[config.mk]
export PLATFORM = sky130hd
export DESIGN_NAME = mem_port_arbiter
export DESIGN_NICKNAME = d
export VERILOG_FILES = /design/src/rtl/mem_port_arbiter.sv
export SDC_FILE = /design/constraint.sdc
export NUM_CORES = 1
export LEC_CHECK = 0
export BUFFER_PORTS_ARGS = -buffer_cell sky130_fd_sc_hd__buf_2
export CORE_UTILIZATION = 47
export CTS_BUF_LIST = sky130_fd_sc_hd__clkbuf_4 sky130_fd_sc_hd__clkbuf_8
export DETAILED_ROUTE_END_ITERATION = 16
export HOLD_SLACK_MARGIN = 0.08
export PLACE_DENSITY = 0.76
export SYNTH_ARGS = -nofsm -noshare
export SYNTH_HDL_FRONTEND = slang
export SYNTH_SLANG_ARGS = --single-unit
[constraint.sdc]
create_clock -name clk_sys -period 3.8 [get_ports clk_sys]
set_clock_uncertainty 0.15 [all_clocks]
set_input_delay 0.57 -clock clk_sys [delete_from_list [all_inputs] [get_ports clk_sys]]
set_output_delay 0.57 -clock clk_sys [all_outputs]
set_load 0.05 [all_outputs]
[src/rtl/mem_port_arbiter.sv]
// ---------------------------------------------------------------------------
// mem_port_arbiter
//
// Shares one synchronous single-port ROM/RAM between a ROM download stream
// (writes) and two read requesters (main CPU and sound CPU).
//
// Handshakes:
//   - Reads: cpu_req/snd_req are levels held with a stable address. The
//     read is complete when the matching *_ack pulses for one cycle; *_rdata
//     is valid in that cycle and held until the next ack to that requester.
//     A requester whose ack is high is not arbitrated in that cycle, so a
//     requester may drop or re-raise its req in the cycle after its ack.
//   - Download: dl_wr is a one-cycle strobe. dl_wait is high while the
//     one-entry write buffer is full. A strobe that lands while the buffer is
//     full (and not being freed that cycle) is dropped and latches the sticky
//     dl_overflow flag.
//
// Ports:
//   clk_sys, reset_n             clock, asynchronous active-low reset
//   dl_wr, dl_addr, dl_data      download write strobe/address/data
//   dl_wait, dl_overflow         buffer-full back-pressure, sticky drop flag
//   cpu_req/addr, cpu_ack/rdata  main CPU read port
//   snd_req/addr, snd_ack/rdata  sound CPU read port
//   mem_addr, mem_we, mem_d      registered command to the memory
//   mem_q                        memory read data (one cycle after address)
//   dbg_state                    current FSM state (IDLE=0, RD_ISSUE=1,
//                                RD_WAIT=2, WR_ISSUE=3)
//
// Configuration:
//   MEM_ARB_STARVE_GUARD_EN  when defined, after 4 consecutive write grants
//                            with a read pending, the next arbitration grants
//                            the read. When undefined, writes always win.
// ---------------------------------------------------------------------------
module mem_port_arbiter #(
    parameter int AW = 16,
    parameter int DW = 8
) (
    input  logic          clk_sys,
    input  logic          reset_n,

    input  logic          dl_wr,
    input  logic [AW-1:0] dl_addr,
    input  logic [DW-1:0] dl_data,
    output logic          dl_wait,
    output logic          dl_overflow,

    input  logic          cpu_req,
    input  logic [AW-1:0] cpu_addr,
    output logic          cpu_ack,
    output logic [DW-1:0] cpu_rdata,

    input  logic          snd_req,
    input  logic [AW-1:0] snd_addr,
    output logic          snd_ack,
    output logic [DW-1:0] snd_rdata,

    output logic [AW-1:0] mem_addr,
    output logic          mem_we,
    output logic [DW-1:0] mem_d,
    input  logic [DW-1:0] mem_q,

    output logic [1:0]    dbg_state
);

    typedef enum logic [1:0] {
        ST_IDLE     = 2'd0,
        ST_RD_ISSUE = 2'd1,
        ST_RD_WAIT  = 2'd2,
        ST_WR_ISSUE = 2'd3
    } state_t;

    state_t        state_q,      state_d;
    logic          buf_full_q,   buf_full_d;
    logic [AW-1:0] buf_addr_q,   buf_addr_d;
    logic [DW-1:0] buf_data_q,   buf_data_d;
    logic          overflow_q,   overflow_d;
    logic          last_snd_q,   last_snd_d;   // 1: last read grant went to snd
    logic          rd_snd_q,     rd_snd_d;     // 1: read in flight is for snd
    logic          cpu_ack_q,    cpu_ack_d;
    logic          snd_ack_q,    snd_ack_d;
    logic [DW-1:0] cpu_rdata_q,  cpu_rdata_d;
    logic [DW-1:0] snd_rdata_q,  snd_rdata_d;
    logic [AW-1:0] mem_addr_q,   mem_addr_d;
    logic          mem_we_q,     mem_we_d;
    logic [DW-1:0] mem_d_q,      mem_d_d;

    logic cpu_pend;
    logic snd_pend;
    logic rd_pend;
    logic pick_snd;
    logic guard_trip;
    logic wr_grant;
    logic rd_grant;
    logic buf_free;
    logic dl_accept;

`ifdef MEM_ARB_STARVE_GUARD_EN
    localparam logic [2:0] STARVE_LIMIT = 3'd4;
    logic [2:0] starve_cnt_q, starve_cnt_d;
`endif

    // Requesters acked this cycle are masked so a held req is not re-served
    // before the requester has seen its data.
    assign cpu_pend = cpu_req & ~cpu_ack_q;
    assign snd_pend = snd_req & ~snd_ack_q;
    assign rd_pend  = cpu_pend | snd_pend;

    // Round-robin: on a tie, serve whoever did not get the last read.
    assign pick_snd = snd_pend & (~cpu_pend | ~last_snd_q);

`ifdef MEM_ARB_STARVE_GUARD_EN
    assign guard_trip = (starve_cnt_q == STARVE_LIMIT) & rd_pend;
`else
    assign guard_trip = 1'b0;
`endif

    assign wr_grant = (state_q == ST_IDLE) & buf_full_q & ~guard_trip;
    assign rd_grant = (state_q == ST_IDLE) & rd_pend & ~wr_grant;

    // The buffer entry is consumed by the WR_ISSUE cycle, so a strobe in that
    // cycle can refill it; this keeps back-to-back writes at one per 2 cycles.
    assign buf_free  = (state_q == ST_WR_ISSUE);
    assign dl_accept = dl_wr & (~buf_full_q | buf_free);

    always_comb begin
        state_d     = state_q;
        buf_full_d  = buf_full_q;
        buf_addr_d  = buf_addr_q;
        buf_data_d  = buf_data_q;
        overflow_d  = overflow_q;
        last_snd_d  = last_snd_q;
        rd_snd_d    = rd_snd_q;
        cpu_ack_d   = 1'b0;
        snd_ack_d   = 1'b0;
        cpu_rdata_d = cpu_rdata_q;
        snd_rdata_d = snd_rdata_q;
        mem_addr_d  = mem_addr_q;
        mem_we_d    = 1'b0;
        mem_d_d     = mem_d_q;
`ifdef MEM_ARB_STARVE_GUARD_EN
        starve_cnt_d = starve_cnt_q;
`endif

        // Write buffer
        if (dl_accept) begin
            buf_full_d = 1'b1;
            buf_addr_d = dl_addr;
            buf_data_d = dl_data;
        end else if (buf_free) begin
            buf_full_d = 1'b0;
        end
        if (dl_wr && !dl_accept) begin
            overflow_d = 1'b1;
        end

        unique case (state_q)
            ST_IDLE: begin
                if (wr_grant) begin
                    state_d    = ST_WR_ISSUE;
                    mem_we_d   = 1'b1;
                    mem_addr_d = buf_addr_q;
                    mem_d_d    = buf_data_q;
                end else if (rd_grant) begin
                    state_d    = ST_RD_ISSUE;
                    mem_addr_d = pick_snd ? snd_addr : cpu_addr;
                    rd_snd_d   = pick_snd;
                    last_snd_d = pick_snd;
                end
`ifdef MEM_ARB_STARVE_GUARD_EN
                if (rd_grant) begin
                    starve_cnt_d = '0;
                end else if (wr_grant && rd_pend) begin
                    if (starve_cnt_q != STARVE_LIMIT) begin
                        starve_cnt_d = starve_cnt_q + 3'd1;
                    end
                end else if (!rd_pend) begin
                    starve_cnt_d = '0;
                end
`endif
            end
            ST_RD_ISSUE: begin
                // Memory sees the address this cycle; data returns next.
                state_d = ST_RD_WAIT;
            end
            ST_RD_WAIT: begin
                state_d = ST_IDLE;
                if (rd_snd_q) begin
                    snd_rdata_d = mem_q;
                    snd_ack_d   = 1'b1;
                end else begin
                    cpu_rdata_d = mem_q;
                    cpu_ack_d   = 1'b1;
                end
            end
            ST_WR_ISSUE: begin
                state_d = ST_IDLE;
            end
            default: begin
                state_d = ST_IDLE;
            end
        endcase
    end

    always_ff @(posedge clk_sys or negedge reset_n) begin
        if (!reset_n) begin
            state_q     <= ST_IDLE;
            buf_full_q  <= 1'b0;
            buf_addr_q  <= '0;
            buf_data_q  <= '0;
            overflow_q  <= 1'b0;
            last_snd_q  <= 1'b1;   // cpu wins the first tie
            rd_snd_q    <= 1'b0;
            cpu_ack_q   <= 1'b0;
            snd_ack_q   <= 1'b0;
            cpu_rdata_q <= '0;
            snd_rdata_q <= '0;
            mem_addr_q  <= '0;
            mem_we_q    <= 1'b0;
            mem_d_q     <= '0;
`ifdef MEM_ARB_STARVE_GUARD_EN
            starve_cnt_q <= '0;
`endif
        end else begin
            state_q     <= state_d;
            buf_full_q  <= buf_full_d;
            buf_addr_q  <= buf_addr_d;
            buf_data_q  <= buf_data_d;
            overflow_q  <= overflow_d;
            last_snd_q  <= last_snd_d;
            rd_snd_q    <= rd_snd_d;
            cpu_ack_q   <= cpu_ack_d;
            snd_ack_q   <= snd_ack_d;
            cpu_rdata_q <= cpu_rdata_d;
            snd_rdata_q <= snd_rdata_d;
            mem_addr_q  <= mem_addr_d;
            mem_we_q    <= mem_we_d;
            mem_d_q     <= mem_d_d;
`ifdef MEM_ARB_STARVE_GUARD_EN
            starve_cnt_q <= starve_cnt_d;
`endif
        end
    end

    assign dl_wait     = buf_full_q;
    assign dl_overflow = overflow_q;
    assign cpu_ack     = cpu_ack_q;
    assign snd_ack     = snd_ack_q;
    assign cpu_rdata   = cpu_rdata_q;
    assign snd_rdata   = snd_rdata_q;
    assign mem_addr    = mem_addr_q;
    assign mem_we      = mem_we_q;
    assign mem_d       = mem_d_q;
    assign dbg_state   = state_q;

endmodule
==> results of run 1 <==
## power groups by stage
| stage | Sequential, W | Combinational (W) | Clock, W |
|---|---|---|---|
| 6_report | 0.00139 | 0.00205 | 0.000585 |
| 3_5_place_dp | 0.00140 | 0.00207 | 0 |
| 3_3_place_gp | 0.00138 | 0.00204 | 0 |
| 2_1_floorplan | 0.00218 | 0.000849 | 0 |
| 4_1_cts | 0.00139 | 0.00207 | 0.000600 |
| 5_1_grt | 0.00143 | 0.00219 | 0.000631 |
## cell families (layout without fill, tap and decap cells)
kind of cell    after synthesis  count (layout)  synth area share (%)
flops                        73              73                  59.2
simple gates                 66              66                  9.21
mux                          46              46                  18.7
compound gates               42              42                  8.96
buf+inv                      16             137                  3.93
## worst paths after layout
check / endpoint / start / cells past startpoint
hold reg to reg: dl_overflow / dl_overflow / 1
setup reg to reg: mem_addr[7] / dbg_state[0] / 5
max in group asynchronous: buf_data_q[5] / reset_n / 1
min in group clk_sys: snd_rdata[0] / mem_q[0] / 3
setup / recovery: mem_addr[7] / dbg_state[0] / 5
hold / removal: buf_addr_q[8] / reset_n / 1
## layer usage
metal | part of all wire [%] | wire length (µm)
met5 | 0.15 | 10
met4 | 1.5 | 102
met3 | 6.6 | 445
met2 | 47 | 3180
met1 | 44 | 2990
## registers in the layout, summed over array words and instances (netlist names)
register and cells:
snd_ack 1, cpu_ack 1, mem_addr 16, dl_wait 1, dl_overflow 1, buf_data_q 8
dbg_state 2, cpu_rdata 8, buf_addr_q 16, mem_d 8, mem_we 1, rd_snd_q 1
snd_rdata 8, last_snd_q 1
## cell usage after synthesis, types with 3 or more instances
cell / number
inv_1: 3
a21oi_1: 5
nor2_1: 4
o21ai_1: 11
mux2i_1: 14
mux2_4: 20
mux2_2: 12
buf_2: 4
a22oi_1: 14
nand2_1: 54
o21ai_0: 5
dfrtp_1: 72
## critical path, cell delays in order, from the launching register on
cell and delay [ns]:
dfrtp_1 0.47, nor2_1 0.26, nand2_1 0.32, inv_1 0.69, a22oi_1 0.19, o21ai_1 0.13
## cell type report
cell class                 count  area [µm²]  share of cell area [%]
multi-input combinational    154        1140                    29.4
sequential                    73        1830                    47.3
tap                           77        96.3                    2.50
timing repair buffer         116         586                    15.2
clock buffer                  14         186                    4.83
clock inverter                 2        10.0                   0.259
inverter                       5        18.8                   0.486
## through the flow
| step | std cells | total power [W] | area [µm²] |
|---|---|---|---|
| after floorplan | 243 | 0.00303 | 3090 |
| after global placement | 425 | 0.00342 | 3660 |
| after detailed placement | 425 | 0.00347 | 3660 |
| after CTS | 441 | 0.00406 | 3860 |
| after global routing | 441 | 0.00426 | 3860 |
| final | 441 | 0.00402 | 3860 |
==> results_dict.tcl, run 1 <==
set metrics [dict create \
    ys_async_sr_fraction_pct 100 \
    max_freq_mhz 436 \
    postRouteAntennaNets 0 \
    crit_path_start_kind "register" \
    postCtsHoldBufs 0 \
    intPower_w 0.00214 \
    status "finished clean" \
    drt-total-wl_um 6730 \
    ir_drop_mv 0.550 \
    use_met2_pct 32.1 \
    drcViolationCount 0 \
    clockPowerShare_pct 14.5 \
    holdWs_ns 0.204 \
    wl_per_cell_um 15.2 \
    max-slew-margin-rel_pct 25.5 \
    overflow 0 \
    drt_iter0_markers 142 \
    fin_crit_sh_pct 60.4 \
    synth_cell_types 34 \
    num_antenna_cells 0 \
    yosysWarnings 0 \
    layout-drive-gt1-share_pct 47.0 \
    path_clk_slew_ns 0.08 \
    cp_data_required_time_ns 3.90 \
    drv_cap 0 \
    cts_sinks 73 \
    grt.busiest_layer "met2" \
    fillCellCount 537 \
    final_common_cell "buf_2" \
    dieArea_mm2 0.00689 \
    synth_top_area_share_pct 58.4 \
    synth-seq-cells 73 \
    dp_slack_ns 1.47 \
    cts_resized 0 \
    grt_pass1_wl_um 11100 \
    comb_power_share_pct 50.9 \
    gp_congestion 0.746 \
    routed_via_density 5.08 \
    layout_common_cells "buf_2, dfrtp_1, nand2_1, mux2_4" \
    dr.pass1.iters 4 \
    fin_ws_ns 1.51 \
    pwr_density_cell_mw_per_mm2 1040 \
    cts_max_level 3 \
    final_nets 428 \
    yosysTopAreaCell "dfrtp_1" \
    tightest_slew_ns 1.11 \
    groute.layer.met3.usage_pct 6.46 \
    ys.flop_type "dfrtp_1" \
    dp_hpwl_um 4650 \
    finalSetupViolCount 0 \
    grt_pass1_vias 2313 \
    synthesis.area_mm2 0.00309 \
    ys_seq_area_share_pct 59.2 \
    cts_buffer_depth 2 \
    swShare_pct 46.8 \
    cts_buffers 9 \
    finalHoldViolCount 0 \
    area_delta_synth_final_pct 25.1 \
    utilization_pct 60.8 \
    use_met1_pct 26.7 \
    p_seq_share_pct 34.5 \
    p_sw_w 0.00188 \
    post-cts-setup-buffer-count 0 \
    synthCells 243 \
    hp-class "input pin to async pin" \
    fin_tns_setup_ns 0 \
    cts_root_buffer "clkbuf_8" \
    synth.top_cells.by_area "dfrtp_1, mux2_4, nand2_1" \
    die_x_um 83.0 \
    coreArea_mm2 0.00635 \
    grt_max_degree 74 \
    row_count 29 \
    ios 116 \
    avgSynthCellArea_um2 12.7 \
    clk_latency_ns 0.33 \
    reg2reg_slack_ns 1.51 \
    die_h_um 83.0 \
    drv_slew 0 \
    leakagePower_nw 2.09 \
    numPortBuffers 115 \
    final.min_clock_period_ns 2.29 \
    critPathArrivalTime_ns 2.39 \
    antenna_found_initial 1 \
    crit_type "register to register" \
    cts_tree "yes" \
    grtUsageTotal_pct 20.7 \
    vias 2242 \
    rsz0062_at_grt "no" \
    end_kind "register" \
    synth-edff-count 0 \
    crit_fanout 23 \
    syn-num-nets 312 \
    initial_utilization_pct 48.6 \
]
Power figures use the tool's default switching activity.
==> inputs of run 2 (changes only) <==
- ABC_AREA: default -> 1
- PLACE_DENSITY: 0.76 -> 0.75
- clock period: 3.8 -> 2.3 ns (I/O delays scaled with it)
==> results_dict.tcl, run 2 <==
set metrics [dict create \
    synth_top_area_share_pct 56.1 \
    avgSynthCellArea_um2 8.25 \
    ios 116 \
    cp_data_required_time_ns 2.43 \
    synthesis.area_mm2 0.00321 \
    final_common_cell "nand2_1" \
    antenna_found_initial 0 \
    synth_xor_area_share_pct 0 \
    fin_crit_sh_pct 79.1 \
    dieArea_mm2 0.00716 \
    crit_chain "nor2_4 > nand2_4 > inv_2 > nand2_1 > nand2_1 > nand2_1 > nand2_1" \
    crit_fanout 28 \
    finalSetupViolCount 0 \
    synth_compound_area_share_pct 4.02 \
    row_count 29 \
    fillCellCount 586 \
    overflow 0 \
    rsz0062_at_grt "no" \
    synth_fa_ha_area_share_pct 0 \
    cts_buffer_depth 2 \
    grt_pass1_wl_um 12500 \
    synthCells 389 \
    routed_via_density 4.81 \
    max_freq_mhz 549 \
    vias 2823 \
    final.min_clock_period_ns 1.82 \
    multi_input_area_mm2 0.00120 \
    cpPeakStageDelay_ns 0.46 \
    critPathMostFrequentCell "nand2_1" \
    layout-drive-gt1-share_pct 28.6 \
    drv_cap 0 \
    wl_per_cell_um 12.7 \
    seqCellArea_mm2 0.00183 \
    drcViolationCount 0 \
    grt_pass1_vias 2673 \
    synth_commonest_cells "nand2_1, dfrtp_1, nand3_1, inv_1, o21ai_0" \
    ir_drop_mv 1.13 \
    die_x_um 84.6 \
    synthMuxAreaShare_pct 0 \
    numPortBuffers 115 \
    status "finished clean" \
    synth_cell_types 20 \
    cts_max_level 3 \
    ys.flop_type "dfrtp_1" \
    num_antenna_cells 0 \
    ys_seq_area_share_pct 57.0 \
    cts_root_buffer "clkbuf_8" \
    postCtsHoldBufs 6 \
    ys_async_sr_fraction_pct 100 \
    cp_top_family "simple AND/OR/NAND/NOR gates" \
    post-cts-setup-buffer-count 0 \
    dpl_cell_area_mm2 0.00379 \
    yosysTopAreaCell "dfrtp_1" \
    synth_most_common_cell "nand2_1" \
    max-slew-margin-rel_pct 40.2 \
    syn-num-nets 458 \
    final_nets 574 \
    cts_tree "yes" \
    path_buf_inv 1 \
    die_h_um 84.6 \
    crit_type "register to register" \
    stdcell_area_mm2 0.00412 \
    cpMaxStageDelayCell "dfrtp_1" \
    cts_buffers 9 \
    finalHoldViolCount 0 \
    dr.pass1.iters 8 \
    leakagePower_nw 2.42 \
    clk_latency_ns 0.34 \
    area_delta_synth_final_pct 28.3 \
    cts_resized 0 \
    layout_common_cells "nand2_1, buf_2, dfrtp_1, nand3_1" \
    gp_congestion 0.767 \
    drt-total-wl_um 7450 \
    initial_utilization_pct 49.7 \
    drt_iter0_markers 228 \
    dp_hpwl_um 5200 \
    tightest_slew_ns 0.897 \
    end_kind "register" \
    fin_tns_setup_ns 0 \
    synth-edff-count 0 \
    critPathArrivalTime_ns 1.95 \
    synth-simple-area-share_pct 33.5 \
    synth_top_family_by_area "simple AND/OR/NAND/NOR gates" \
    hp-class "input pin to register" \
    drv_slew 0 \
    pwr_density_cell_mw_per_mm2 1620 \
    grtUsageTotal_pct 22.5 \
    synth-seq-cells 73 \
    crit_path_start_kind "register" \
    path_clk_slew_ns 0.07 \
    cts_sinks 73 \
    grt_max_degree 74 \
    yosysWarnings 0 \
    postRouteAntennaNets 0 \
    coreArea_mm2 0.00646 \
    synth.top_cells.by_area "dfrtp_1, nand2_1, nand3_1" \
]
[run 2: cell count changes after synthesis, sizes merged, moves of 5 or more]
cell and change:
nand2 +136, inv +16, buf +5, a22oi -14, nand3 +59, mux2 -32
mux2i -14
[run 2: kinds of logic after synthesis]
logic type             Yosys count
AO/OA/AOI/OAI                   23
buffers and inverters           38
flip-flops                      73
AND/OR/NAND/NOR                255
[run 2: per-stage QoR]
step	setup WS (ns)	total power, W	instances	utilization (%)	hold slack, ns
detailed placement	0.513	0.00540	565	58.8	0.310
finish	0.480	0.00666	587	63.8	0.0884
global placement	0.574	0.00533	565	58.8	0.305
CTS	0.488	0.00670	587	63.8	0.0807
floorplan	0.653	0.00469	389	-	-0.101
global route	0.314	0.00712	587	63.8	0.0880
[run 2: tightest hold or removal path: cells and delay by family]
kind                   cells  cell delay (ns)
buffers and inverters      1             0.07
AND/OR/NAND/NOR            2             0.12
[run 2: path summary, 6_finish.rpt]
check,from,end,slack [ns],depth (start not counted)
min in group asynchronous,reset_n,cpu_rdata[0],0.52,2
max in group asynchronous,reset_n,buf_addr_q[12],0.89,2
min reg2reg,buf_data_q[0],buf_data_q[0],0.32,2
max,dbg_state[1],mem_addr[2],0.48,7
min,dl_addr[1],buf_addr_q[1],0.09,3
max reg2reg,dbg_state[1],mem_addr[2],0.48,7
[run 2: final cells by class]
cell class	count	area share (%)
tap	77	2.34
timing repair buffer	123	15.9
inverter	20	1.82
multi-input combinational	278	29.2
sequential	73	44.4
clock inverter	4	2.37
clock buffer	12	4.01
[run 2: power by group]
part / switching, W / total [W] / internal [W]
clock network: 0.000467 / 0.00128 / 0.000810
logic: 0.00241 / 0.00318 / 0.000772
registers: 0.000338 / 0.00220 / 0.00186
[run 2: per-layer routing]
metal | routed length, µm | vias to the layer above | global-route usage, %
met2 | 3480 | 80 | 35.6
met1 | 3530 | 1271 | 31.5
met5 | 0 | - | 0
li1 | - | 1464 | -
met3 | 351 | 8 | 4.03
met4 | 90 | 0 | 8.01
